### config.mk
export PLATFORM = sky130hd
export DESIGN_NAME = block_transfer_sequencer
export DESIGN_NICKNAME = d
export VERILOG_FILES = /design/src/rtl/bts_pkg.sv /design/src/rtl/lowest_bit_encoder.sv /design/src/rtl/block_transfer_sequencer.sv
export SDC_FILE = /design/constraint.sdc
export NUM_CORES = 1
export LEC_CHECK = 0
export BUFFER_PORTS_ARGS = -buffer_cell sky130_fd_sc_hd__buf_2
export CAP_MARGIN = 20
export CORE_AREA = 2 2 123 125
export CTS_CLUSTER_DIAMETER = 200
export DETAILED_ROUTE_END_ITERATION = 8
export DIE_AREA = 0 0 125 127
export PLACE_DENSITY = 0.82
export REMOVE_ABC_BUFFERS = 1
export SYNTH_ARGS = -nofsm -noshare
export SYNTH_HDL_FRONTEND = slang
export SYNTH_SLANG_ARGS = --single-unit
### constraint.sdc
create_clock -name clk -period 8.1 [get_ports clk]
set_clock_uncertainty 0.1 [all_clocks]
set_input_delay 2.025 -clock clk [delete_from_list [all_inputs] [get_ports clk]]
set_output_delay 2.025 -clock clk [all_outputs]
set_load 0.05 [all_outputs]
### src/rtl/bts_pkg.sv
// bts_pkg: shared types and constants for block_transfer_sequencer
package bts_pkg;
  localparam int WORD_BYTES = 4;
  typedef enum logic [1:0] {MODE_DA = 2'b00, MODE_IA = 2'b01, MODE_DB = 2'b10, MODE_IB = 2'b11} mode_e;
  typedef enum logic [1:0] {ST_IDLE = 2'b00, ST_XFER = 2'b01, ST_FIN = 2'b10} state_e;
  function automatic logic [4:0] popcount16(input logic [15:0] v);
    logic [4:0] c;
    c = '0;
    for (int i = 0; i < 16; i++) c = c + 5'(v[i]);
    return c;
  endfunction
endpackage

### src/rtl/lowest_bit_encoder.sv
// lowest_bit_encoder: index of the lowest set bit of a 16-bit register list
module lowest_bit_encoder (
  input  logic [15:0] list,
  output logic [3:0]  idx,
  output logic        valid
);
  // scan downward so the lowest set bit is the last one written
  always_comb begin
    idx = '0;
    for (int i = 15; i >= 0; i--) if (list[i]) idx = 4'(i);
    valid = |list;
  end
endmodule

### src/rtl/block_transfer_sequencer.sv
// block_transfer_sequencer: LDM/STM beat sequencer; define BTS_PC_LOAD_EN to add the pc_load output
module block_transfer_sequencer
  import bts_pkg::*;
#(
  parameter int ADDR_W = 32
) (
  input  logic              clk,
  input  logic              reset,
  input  logic              start,
  input  logic              is_load,
  input  logic [15:0]       reg_list,
  input  logic [ADDR_W-1:0] base,
  input  logic [1:0]        mode,
  input  logic              writeback,
  input  logic [3:0]        base_reg,
  input  logic              mem_ack,
  output logic              mem_req,
  output logic              mem_we,
  output logic [ADDR_W-1:0] mem_addr,
  output logic [3:0]        reg_addr,
  output logic              reg_we,
  output logic              wb_we,
  output logic [3:0]        wb_addr,
  output logic [ADDR_W-1:0] wb_data,
  output logic              busy,
  output logic              done
`ifdef BTS_PC_LOAD_EN
  ,
  output logic              pc_load
`endif
);
  localparam logic [ADDR_W-1:0] STEP = ADDR_W'(WORD_BYTES);
  state_e            state_q, state_d;
  logic [15:0]       rem_q;
  logic [ADDR_W-1:0] addr_q, wb_val_q;
  logic              is_load_q, wb_en_q;
  logic [3:0]        base_reg_q;
  logic [3:0]        enc_idx;
  logic              enc_valid;
  logic [4:0]        n;
  logic [ADDR_W-1:0] span, start_addr, wb_val;
  mode_e             m;
  logic              last_beat;

  lowest_bit_encoder u_enc (.list(rem_q), .idx(enc_idx), .valid(enc_valid));

  assign m          = mode_e'(mode);
  assign n          = popcount16(reg_list);
  assign span       = ADDR_W'({n, 2'b00});
  assign start_addr = m == MODE_IA ? base :
                      m == MODE_IB ? base + STEP :
                      m == MODE_DA ? base - span + STEP : base - span;
  assign wb_val     = (m == MODE_IA || m == MODE_IB) ? base + span : base - span;
  assign last_beat  = (rem_q & (rem_q - 16'd1)) == '0;

  // state register
  always_ff @(posedge clk or posedge reset)
    if (reset) state_q <= ST_IDLE;
    else state_q <= state_d;

  // operation context captured at start, then walked one beat per ack
  always_ff @(posedge clk or posedge reset)
    if (reset) begin
      rem_q      <= '0;
      addr_q     <= '0;
      wb_val_q   <= '0;
      is_load_q  <= 1'b0;
      wb_en_q    <= 1'b0;
      base_reg_q <= '0;
    end else if (state_q == ST_IDLE && start) begin
      rem_q      <= reg_list;
      addr_q     <= start_addr;
      wb_val_q   <= wb_val;
      is_load_q  <= is_load;
      wb_en_q    <= writeback & ~(is_load & reg_list[base_reg]) & (|reg_list);
      base_reg_q <= base_reg;
    end else if (state_q == ST_XFER && mem_ack) begin
      rem_q  <= rem_q & (rem_q - 16'd1);
      addr_q <= addr_q + STEP;
    end

  // next state and outputs; everything idles at zero outside its state
  always_comb begin
    state_d  = state_q;
    mem_req  = 1'b0;
    mem_we   = 1'b0;
    mem_addr = '0;
    reg_addr = '0;
    reg_we   = 1'b0;
    wb_we    = 1'b0;
    wb_addr  = '0;
    wb_data  = '0;
    done     = 1'b0;
    busy     = state_q != ST_IDLE;
    case (state_q)
      ST_IDLE: if (start) state_d = (|reg_list) ? ST_XFER : ST_FIN;
      ST_XFER: begin
        mem_req  = enc_valid;
        mem_we   = ~is_load_q;
        mem_addr = addr_q;
        reg_addr = enc_idx;
        reg_we   = is_load_q & mem_ack;
        state_d  = (mem_ack && last_beat) ? ST_FIN : ST_XFER;
      end
      ST_FIN: begin
        done    = 1'b1;
        wb_we   = wb_en_q;
        wb_addr = base_reg_q;
        wb_data = wb_val_q;
        state_d = ST_IDLE;
      end
      default: state_d = ST_IDLE;
    endcase
  end

`ifdef BTS_PC_LOAD_EN
  assign pc_load = reg_we & (reg_addr == 4'd15);
`endif
endmodule

==> flow_summary.toml, run 1 <==
[critical_path]
worst_path_most_repeated_cell = "fa_1"
worst_ep_required_time_ns = 8.27
arrival_ns = 8.04
worstPathCellList = "buf_2 -> inv_1 -> fa_1 -> fa_1 -> fa_1 -> fa_1 -> inv_1 -> ha_1 -> fa_1 -> xor2_1 -> inv_1 -> ha_1 -> o311a_1 -> buf_4 -> or4b_2 -> o32ai_1 -> a21oi_1 -> nor4_4 -> buf_4 -> o21ai_2 -> or2_0 -> a31oi_1"
cpPeakStageDelay_ns = 0.67
critPathMaxFanout = 10
worstSetupEndpointType = "flop"
worstPathBufferInverterCount = 6
critical_path.top_delay_family = "adder cells"
path_class = "in -> reg"
cp_slowest_cell = "or4b_2"
cp-start-kind = "primary input"

[die]
initial_core_util_pct = 59.1
rows = 44
num_io_pins = 138
die_h_microns = 127
die_area_sq_mm = 0.0159
dieWidth_microns = 125
core_sq_mm = 0.0144

[place]
io_buffers = 137
place_ws_ns = -0.0691
dp_hpwl_mm = 18.6
routabilityCongestion = 0.986

[synth]
synth_adder_area_share_pct = 5.99
synth_cells = 1122
synth-edff-count = 0
synthSimpleGateAreaFrac_pct = 30.5
yosysUniqueCellTypes = 81
synth.most_common_cell = "nand2_1"
ys.flop_type = "dfrtp_1"
synth_mux_area_share_pct = 3.77
synth_warnings = 0
synthesis.area_sq_mm = 0.00853
synth_top_area_share_pct = 25.8
synth_xor_area_share_pct = 10.3
synth_top_family_by_area = "simple AND/OR/NAND/NOR gates"
yosys.area.top_type = "dfrtp_1"
seq_area_frac_synth_pct = 25.8
async_flop_share_pct = 100
ys_seq_elements = 88
synth_common_cells = "nand2_1, nor2_1, dfrtp_1, o21ai_0, and2_1"
ys_top_cells_by_area = "dfrtp_1, nand2_1, and2_1"
synth_compound_area_share_pct = 17.9
avgSynthCellArea_sq_um = 7.60

[cts]
cts.path.max_buffers = 2
cts_tree = "built"
cts_root_buffer = "clkbuf_16"
htreeDepth = 3
clkSlewWorstSetupHoldPaths_ns = 0.06
cts_buffers = 9
clock_latency_ns = 0.36
clkSinkCount = 88

[power]
p_per_area_mw_per_mm2 = 371
leakagePower_nw = 4.40
peakVddDrop_mv = 0.226

[timing]
finalCriticalPeriod_ns = 7.86
slew_violations = 0
finalSetupViolCount = 0
hold_viol = 0
relSlewSlack_pct = 25.6
worst_pin_slew_ns = 1.11
setup_slack_ns = 0.237
hold_slack_ns = 0.368
period_share_pct = 97.1
max_freq_ghz = 0.127

[final_layout]
ff_latch_area_sq_mm = 0.00220
insertedDiodeCount = 0
multi_input_area_sq_mm = 0.00587
nets = 1339
drive_gt1_share_pct = 19.6
nFillCells = 1232
areaGrowthSynthToFinish_pct = 16.3

[routing]
wl_per_cell_microns = 17.9
vias_per_cell = 6.21
drt-total-wl_mm = 25.7
post-route-drc-count = 0
drt-initial-drc-count = 935
vias = 8921
drtPass1Iterations = 7
final_antenna_net_count = 0

[global_routing]
grt_overflow = 0
grt_start_max_net_pins = 105
antenna_found_initial = 0
grt_first_pass_wirelength_mm = 41.7
grt_usage_pct = 31.9
grt_pass1_vias = 8294

[outcome]
status = "completed"

[min_path]
hold_class = "reg -> reg"

[flow_run]
drv_cap = 0
layout make-up:
type | instances | area share (%)
Multi-Input combinational cell | 909 | 59.2
Sequential cell | 88 | 22.2
Timing Repair Buffer | 189 | 10.9
Clock buffer | 12 | 2.69
Tap cell | 184 | 2.32
Inverter | 50 | 1.90
Clock inverter | 4 | 0.757
final timing paths:
kind,slack (ns),from,cells after the start,end
max,0.24,reg_list[0],22,addr_q[26]
min,0.37,wb_val_q[30],2,wb_val_q[30]
max reg2reg,4.39,state_q[0],9,addr_q[30]
min reg2reg,0.37,wb_val_q[30],2,wb_val_q[30]
max in group asynchronous,5.16,reset,3,wb_val_q[8]
min in group asynchronous,1.54,reset,2,is_load_q
state kept, by name (all words and copies together) (netlist names):
signal      flops
base_reg_q      4
state_q         2
addr_q         32
is_load_q       1
wb_en_q         1
wb_val_q       32
rem_q          16
cells in the final DEF, fill, tap and decap left out, drive strengths merged, types with 8 or more instances in the layout:
cell    instances
nor3           37
o211ai          8
xnor2          54
or2             8
o22ai          10
nand4          21
mux2i          13
o21ai          89
buf           189
a31oi          11
and3           14
nor4           24
fa             12
inv            49
dfrtp          88
a21oi          52
a21o           11
clkbuf         12
nand3          40
nor2           93
or3            19
and2           79
xor2           46
ha             20
nand2         145
logic make-up (layout without fill, tap and decap cells):
kind of cell,after synthesis,after routing
adder cells (fa/ha/maj),34,34
XOR/XNOR,100,100
flip-flops,88,88
buffers and inverters,125,255
AO/OA/AOI/OAI,240,240
multiplexers,24,24
AND/OR/NAND/NOR,511,511
stage by stage:
step / utilization, % / setup TNS, ns / cell area, sq um / power [W] / cells
floorplan: - / 0 / 8230 / 0.00247 / 1047
CTS: 68.5 / 0 / 9880 / 0.00363 / 1435
global placement: 66.1 / 0 / 9540 / 0.00307 / 1419
finish: 68.8 / 0 / 9920 / 0.00368 / 1436
global route: 68.8 / -0.00548 / 9920 / 0.00393 / 1436
detailed placement: 66.1 / -0.312 / 9540 / 0.00314 / 1419
where the power goes:
group | internal [W] | switching, W | total (W) | leakage, nW
Combinational | 0.000798 | 0.00156 | 0.00236 | 3.16
Sequential | 0.000642 | 0.000194 | 0.000836 | 1.08
Clock | 0.000296 | 0.000193 | 0.000489 | 0.161
routing by layer:
metal  up-vias  track usage [%]  part of all wire (%)
met3        61             3.77                   8.3
met4         0             12.4                   2.8
met5         -                0                     0
li1       4172                -                     -
met1      4244             45.2                    43
met2       444             50.6                    46
what timing repair did:
item                       in CTS  in global routing
buffers inserted                0                  0
setup endpoints to repair       0                  9
resized for setup               0                  5
hold buffers                    0                  0
worst min-delay path: stages (launching register included):
cell	delay [ns]
dfrtp_1	0.34
nand2_1	0.04
o21ai_0	0.05
(Power assumes the default switching activity.)
==> run 2, diff against run 1 <==
--- a/config.mk
+++ b/config.mk
@@ -11,8 +11,9 @@
 export CTS_CLUSTER_DIAMETER = 200
 export DETAILED_ROUTE_END_ITERATION = 8
 export DIE_AREA = 0 0 125 127
-export PLACE_DENSITY = 0.82
+export PLACE_DENSITY = 0.83
 export REMOVE_ABC_BUFFERS = 1
 export SYNTH_ARGS = -nofsm -noshare
 export SYNTH_HDL_FRONTEND = slang
+export SYNTH_HIERARCHICAL = 1
 export SYNTH_SLANG_ARGS = --single-unit
==> run 2 against run 1 <==
  * Hold slack better by 0.0014 ns
  * Clock-buffer cell count down 2
  * Critical path depth is 2 lower
  * Die area stayed put
  * Via count shrank 0.66%
  * Largest cell class unchanged
  * Non-clock buffer count up 9
==> flow_summary.toml, run 2 <==
[outcome]
status = "completed"

[routing]
wl_per_cell_microns = 18.0
vias = 8862
final_antenna_net_count = 0
vias_per_cell = 6.08
drtPass1Iterations = 6
post-route-drc-count = 0
drt-initial-drc-count = 834
drt-total-wl_mm = 26.2

[global_routing]
grt_usage_pct = 32.6
grt_start_max_net_pins = 89
grt_overflow = 0
antenna_found_initial = 0
grt_pass1_vias = 8228
grt_first_pass_wirelength_mm = 42.2

[final_layout]
layout_commonest_cell = "nand2_1"
areaGrowthSynthToFinish_pct = 16.7
drive_gt1_share_pct = 19.8
reg_top3 = "addr_q (32), wb_val_q (32), rem_q (16)"
final_cell_mix = "nand2_1, buf_2, nor2_1"
nets = 1361
insertedDiodeCount = 0
utilization_pct = 69.7

[die]
rows = 44
initial_core_util_pct = 59.7
die_h_microns = 127
core_sq_mm = 0.0144
num_io_pins = 138
dieWidth_microns = 125
die_area_sq_mm = 0.0159

[cts]
cts.path.max_buffers = 2
cts_root_buffer = "clkbuf_16"
clkSlewWorstSetupHoldPaths_ns = 0.07
clock_latency_ns = 0.35
htreeDepth = 3
cts_buffers = 9
clkSinkCount = 88
cts_tree = "built"

[timing]
relSlewSlack_pct = 45.1
finalCriticalPeriod_ns = 7.79
worst_pin_slew_ns = 0.823
period_share_pct = 96.2
finalSetupViolCount = 0
hold_viol = 0
rsz0062_at_grt = "false"
slew_violations = 0
setup_slack_ns = 0.311
max_freq_ghz = 0.128

[synth]
synth_top_area_share_pct = 25.6
synth_xor_area_share_pct = 11.1
yosysUniqueCellTypes = 76
synth_cells = 1131
synth_adder_area_share_pct = 6.04
ys.flop_type = "dfrtp_1"
synth_compound_area_share_pct = 17.6
avgSynthCellArea_sq_um = 7.62
yosys.area.top_type = "dfrtp_1"
synth_top_family_by_area = "simple AND/OR/NAND/NOR gates"
synth_mux_area_share_pct = 3.17
synthSimpleGateAreaFrac_pct = 31.0
synth-edff-count = 0
synth_common_cells = "nand2_1, nor2_1, dfrtp_1, and2_1, o21ai_0"
async_flop_share_pct = 100
seq_area_frac_synth_pct = 25.6
synth_warnings = 6
synth.most_common_cell = "nand2_1"
synthesis.area_sq_mm = 0.00861
ys_top_cells_by_area = "dfrtp_1, xnor2_1, nand2_1"
ys_seq_elements = 88

[critical_path]
arrival_ns = 7.98
rr_worst_depth = 8
critPathMaxFanout = 6
cp-start-kind = "primary input"
path_class = "in -> reg"
worst_ep_required_time_ns = 8.29
worstSetupEndpointType = "flop"

[power]
peakVddDrop_mv = 0.205
p_per_area_mw_per_mm2 = 378
p_total_w = 0.00380
leakagePower_nw = 4.45

[min_path]
hold_class = "reg -> reg"
whs_path_depth = 2

[place]
dp_hpwl_mm = 19.7
io_buffers = 137
routabilityCongestion = 0.983
place_ws_ns = -0.169

[flow_run]
drv_cap = 0
run 2: cell count changes in the layout (fill, tap and decap cells not counted), moves of 7 or more:
cell | before | now
nand4_1 | 20 | 27
nor2_1 | 91 | 102
buf_4 | 51 | 60
xnor2_1 | 54 | 63
or3_1 | 19 | 10
o21ai_0 | 87 | 79
run 2: layout make-up:
cell class                 instances  area (sq um)
multi-input combinational        922          5990
fill                            1212          4370
sequential                        88          2200
timing repair buffer             198          1150
tap                              184           230
clock buffer                      10           229
inverter                          50           189
clock inverter                     6          66.3
run 2: cells by family (layout without fill, tap and decap cells):
group           after synthesis  in the layout
compound gates              238            238
xor+xnor                    109            109
fa+ha+maj                    35             35
buf+inv                     121            264
flops                        88             88
mux                          19             19
simple gates                521            521
run 2: final timing paths:
| path | end | startpoint | slack [ns] |
|---|---|---|---|
| max | addr_q[29] | reg_list[0] | 0.31 |
| max in group asynchronous | addr_q[5] | reset | 5.17 |
| min in group asynchronous | wb_val_q[27] | reset | 1.58 |
| min reg2reg | addr_q[0] | addr_q[0] | 0.37 |
| max reg2reg | state_q[0] | rem_q[0] | 4.63 |
| min | addr_q[0] | addr_q[0] | 0.37 |
run 2: per-stage QoR:
step | instances | instance area (sq um) | hold WS (ns) | TNS [ns]
5_1_grt | 1458 | 10100 | 0.394 | 0
3_3_place_gp | 1440 | 9700 | 0.349 | -0.311
4_1_cts | 1456 | 9990 | 0.373 | 0
3_5_place_dp | 1440 | 9700 | 0.356 | -0.593
2_1_floorplan | 1060 | 8320 | 0.337 | 0
6_report | 1458 | 10100 | 0.369 | 0
run 2: routing by layer:
layer | share of wire, % | global-route usage, %
met3 | 8.1 | 5.53
met1 | 45 | 46.4
met2 | 45 | 50.7
met4 | 2.3 | 11.1
met5 | 0 | 0
run 2: critical path: stages:
cell       delay (ns)
buf_2            0.09
inv_1            0.08
fa_1             0.58
fa_1             0.47
fa_1             0.50
fa_1             0.49
inv_1            0.05
ha_1             0.21
fa_2             0.60
ha_1             0.26
or2_2            0.36
a2111oi_4        0.47
o211a_1          0.27
o221ai_2         0.13
a2111oi_2        0.35
buf_4            0.18
nand3_1          0.19
o31a_1           0.30
nor3_1           0.20
o32a_1           0.17
run 2: report_power, final:
group / internal, W / switching, W / total, W
combinational: 0.000896 / 0.00162 / 0.00252
clock: 0.000241 / 0.000195 / 0.000436
sequential: 0.000642 / 0.000204 / 0.000846
run 2: what timing repair did:
item                                    in CTS  in global routing
gates resized for setup                      0                  7
endpoints found under the setup margin       0                  9
setup buffers                                0                  1
hold buffers                                 0                  0
==> run 3, diff against run 2 <==
--- a/config.mk
+++ b/config.mk
@@ -11,7 +11,7 @@
 export CTS_CLUSTER_DIAMETER = 200
 export DETAILED_ROUTE_END_ITERATION = 8
 export DIE_AREA = 0 0 125 127
-export PLACE_DENSITY = 0.83
+export PLACE_DENSITY = 0.81
 export REMOVE_ABC_BUFFERS = 1
 export SYNTH_ARGS = -nofsm -noshare
 export SYNTH_HDL_FRONTEND = slang
==> run 3 against run 2 <==
  * Clock-buffer cell count down 1
  * Non-clock buffer count up 9
  * Via count up 0.85%
  * Clock power down 7.1%
  * Design area up 1.4%
  * Critical endpoint unchanged
  * Largest cell class unchanged
  * Largest power group unchanged
==> flow_summary.toml, run 3 (synthesized netlist as in run 2, its figures left out) <==
[final_layout]
utilization_pct = 70.7
drive_gt1_share_pct = 21.1
reg_top3 = "addr_q (32), wb_val_q (32), rem_q (16)"
finalInstanceArea_sq_mm = 0.0102
final_cell_mix = "nand2_1, buf_2, nor2_1"
layout_commonest_cell = "nand2_1"
areaGrowthSynthToFinish_pct = 18.3
nFillCells = 1199
insertedDiodeCount = 0
nets = 1370
final_cells = 1466

[cts]
clkSinkCount = 88
cts.path.max_buffers = 2
clock_latency_ns = 0.36
htreeDepth = 3
cts_tree = "built"
cts_buffers = 9
cts_root_buffer = "clkbuf_16"
clkSlewWorstSetupHoldPaths_ns = 0.07

[power]
p_seq_share_pct = 22.1
peakVddDrop_mv = 0.229
p_clk_share_pct = 10.6
leakagePower_nw = 4.49
p_int_w = 0.00178
p_per_area_mw_per_mm2 = 375
p_comb_share_pct = 67.2
power_switching_w = 0.00204
p_total_w = 0.00382
swShare_pct = 53.3

[place]
dp_hpwl_mm = 19.8
place_inst = 1444
routabilityCongestion = 0.993
place_area_sq_mm = 0.00973
io_buffers = 137

[global_routing]
grt_overflow = 0
top_usage_layer = "met2"
met2_usage_pct = 50.7
grt_start_max_net_pins = 90
grt_pass1_vias = 8143
grt_usage_pct = 33.0
grt_first_pass_wirelength_mm = 42.6
met1_usage_pct = 47.8
grt_util_met3_pct = 5.44
antenna_found_initial = 0

[critical_path]
r2r_setup_slack_ns = 4.67
worstSetupEndpointType = "flop"
r2r-start = "rem_q[0]"
cp-start-kind = "primary input"
arrival_ns = 8.00
r2r_end = "state_q[0]"
worst_ep_required_time_ns = 8.24
path_class = "in -> reg"
critPathMaxFanout = 6
rr_worst_depth = 8

[timing]
finalCriticalPeriod_ns = 7.86
slew_violations = 0
max_freq_ghz = 0.127
hold_viol = 0
relSlewSlack_pct = 41.6
worst_pin_slew_ns = 0.875
finalSetupViolCount = 0
period_share_pct = 97.1
hold_slack_ns = 0.365

[min_path]
hold_end = "addr_q[0]"
min_from = "addr_q[0]"
hold_class = "reg -> reg"
whs_path_depth = 2

[die]
initial_core_util_pct = 59.7
die_h_microns = 127
rows = 44
dieWidth_microns = 125
num_io_pins = 138
core_sq_mm = 0.0144
die_area_sq_mm = 0.0159

[routing]
wl_per_cell_microns = 18.1
final_antenna_net_count = 0
drt-initial-drc-count = 1028
post-route-drc-count = 0
drt-total-wl_mm = 26.6
vias = 8937
vias_per_cell = 6.10
drtPass1Iterations = 8

[outcome]
status = "completed"

[flow_run]
drv_cap = 0
-- run 3: cell count changes in the layout (fill, tap and decap cells not counted), sizes merged --
| cell | previous run | this run |
|---|---|---|
| clkinvlp | 0 | 1 |
| buf | 198 | 207 |
| clkbuf | 10 | 9 |
| bufinv | 1 | 0 |
-- run 3: repair_timing --
action,4_1_cts,5_1_grt
gates resized for setup,1,20
hold buffers,0,0
buffers inserted,0,6
pin swaps,0,13
setup endpoints to repair,1,10
-- run 3: metal layers --
layer | vias up | wire, microns
met1 | 4167 | 11500
met2 | 475 | 11900
met4 | 0 | 719
met3 | 51 | 2430
met5 | - | 0
li1 | 4244 | -
-- run 3: worst max-delay path by stage --
stage,to,from,cells after the start
after floorplan,addr_q[30],reg_list[0],20
after global placement,addr_q[30],reg_list[0],20
after detailed placement,addr_q[29],reg_list[0],20
after CTS,addr_q[29],reg_list[0],20
after global routing,addr_q[29],reg_list[15],26
final,addr_q[29],reg_list[15],23
-- run 3: final cells by class --
class / instances / area (sq um) / share of cell area, %
repair buffers: 207 / 1220 / 12.0
clock buffers: 9 / 225 / 2.21
clock inverters: 6 / 43.8 / 0.430
inverters: 50 / 189 / 1.85
well taps: 184 / 230 / 2.26
multi-input cells: 922 / 6080 / 59.6
flip-flops and latches: 88 / 2200 / 21.6
-- run 3: power groups by stage --
stage | sequential (W) | combinational, W | clock, W
final | 0.000846 | 0.00257 | 0.000405
after global routing | 0.000876 | 0.00278 | 0.000429
after CTS | 0.000839 | 0.00246 | 0.000412
after detailed placement | 0.000845 | 0.00244 | 0
after global placement | 0.000835 | 0.00240 | 0
after floorplan | 0.000788 | 0.00178 | 0
-- run 3: stage by stage --
step           setup WS (ns)  TNS, ns
5_1_grt              -0.0676   -0.109
6_report               0.236        0
2_1_floorplan         0.0380        0
3_5_place_dp          -0.353    -1.64
4_1_cts                0.102        0
3_3_place_gp          -0.141   -0.542
-- run 3: worst max-delay path, stage by stage --
cell and delay (ns):
buf_2 0.11, inv_1 0.08, fa_1 0.57, fa_1 0.46, fa_1 0.49, fa_1 0.51
inv_1 0.06, ha_1 0.22, fa_2 0.42, a21o_1 0.19, and2_1 0.19, ha_4 0.29
buf_4 0.16, a2111oi_4 0.06, buf_4 0.18, nor4_1 0.52, a32oi_1 0.22, a211oi_1 0.40
nand2_1 0.12, buf_4 0.16, nor4_1 0.31, nor3_2 0.10, o32a_1 0.18
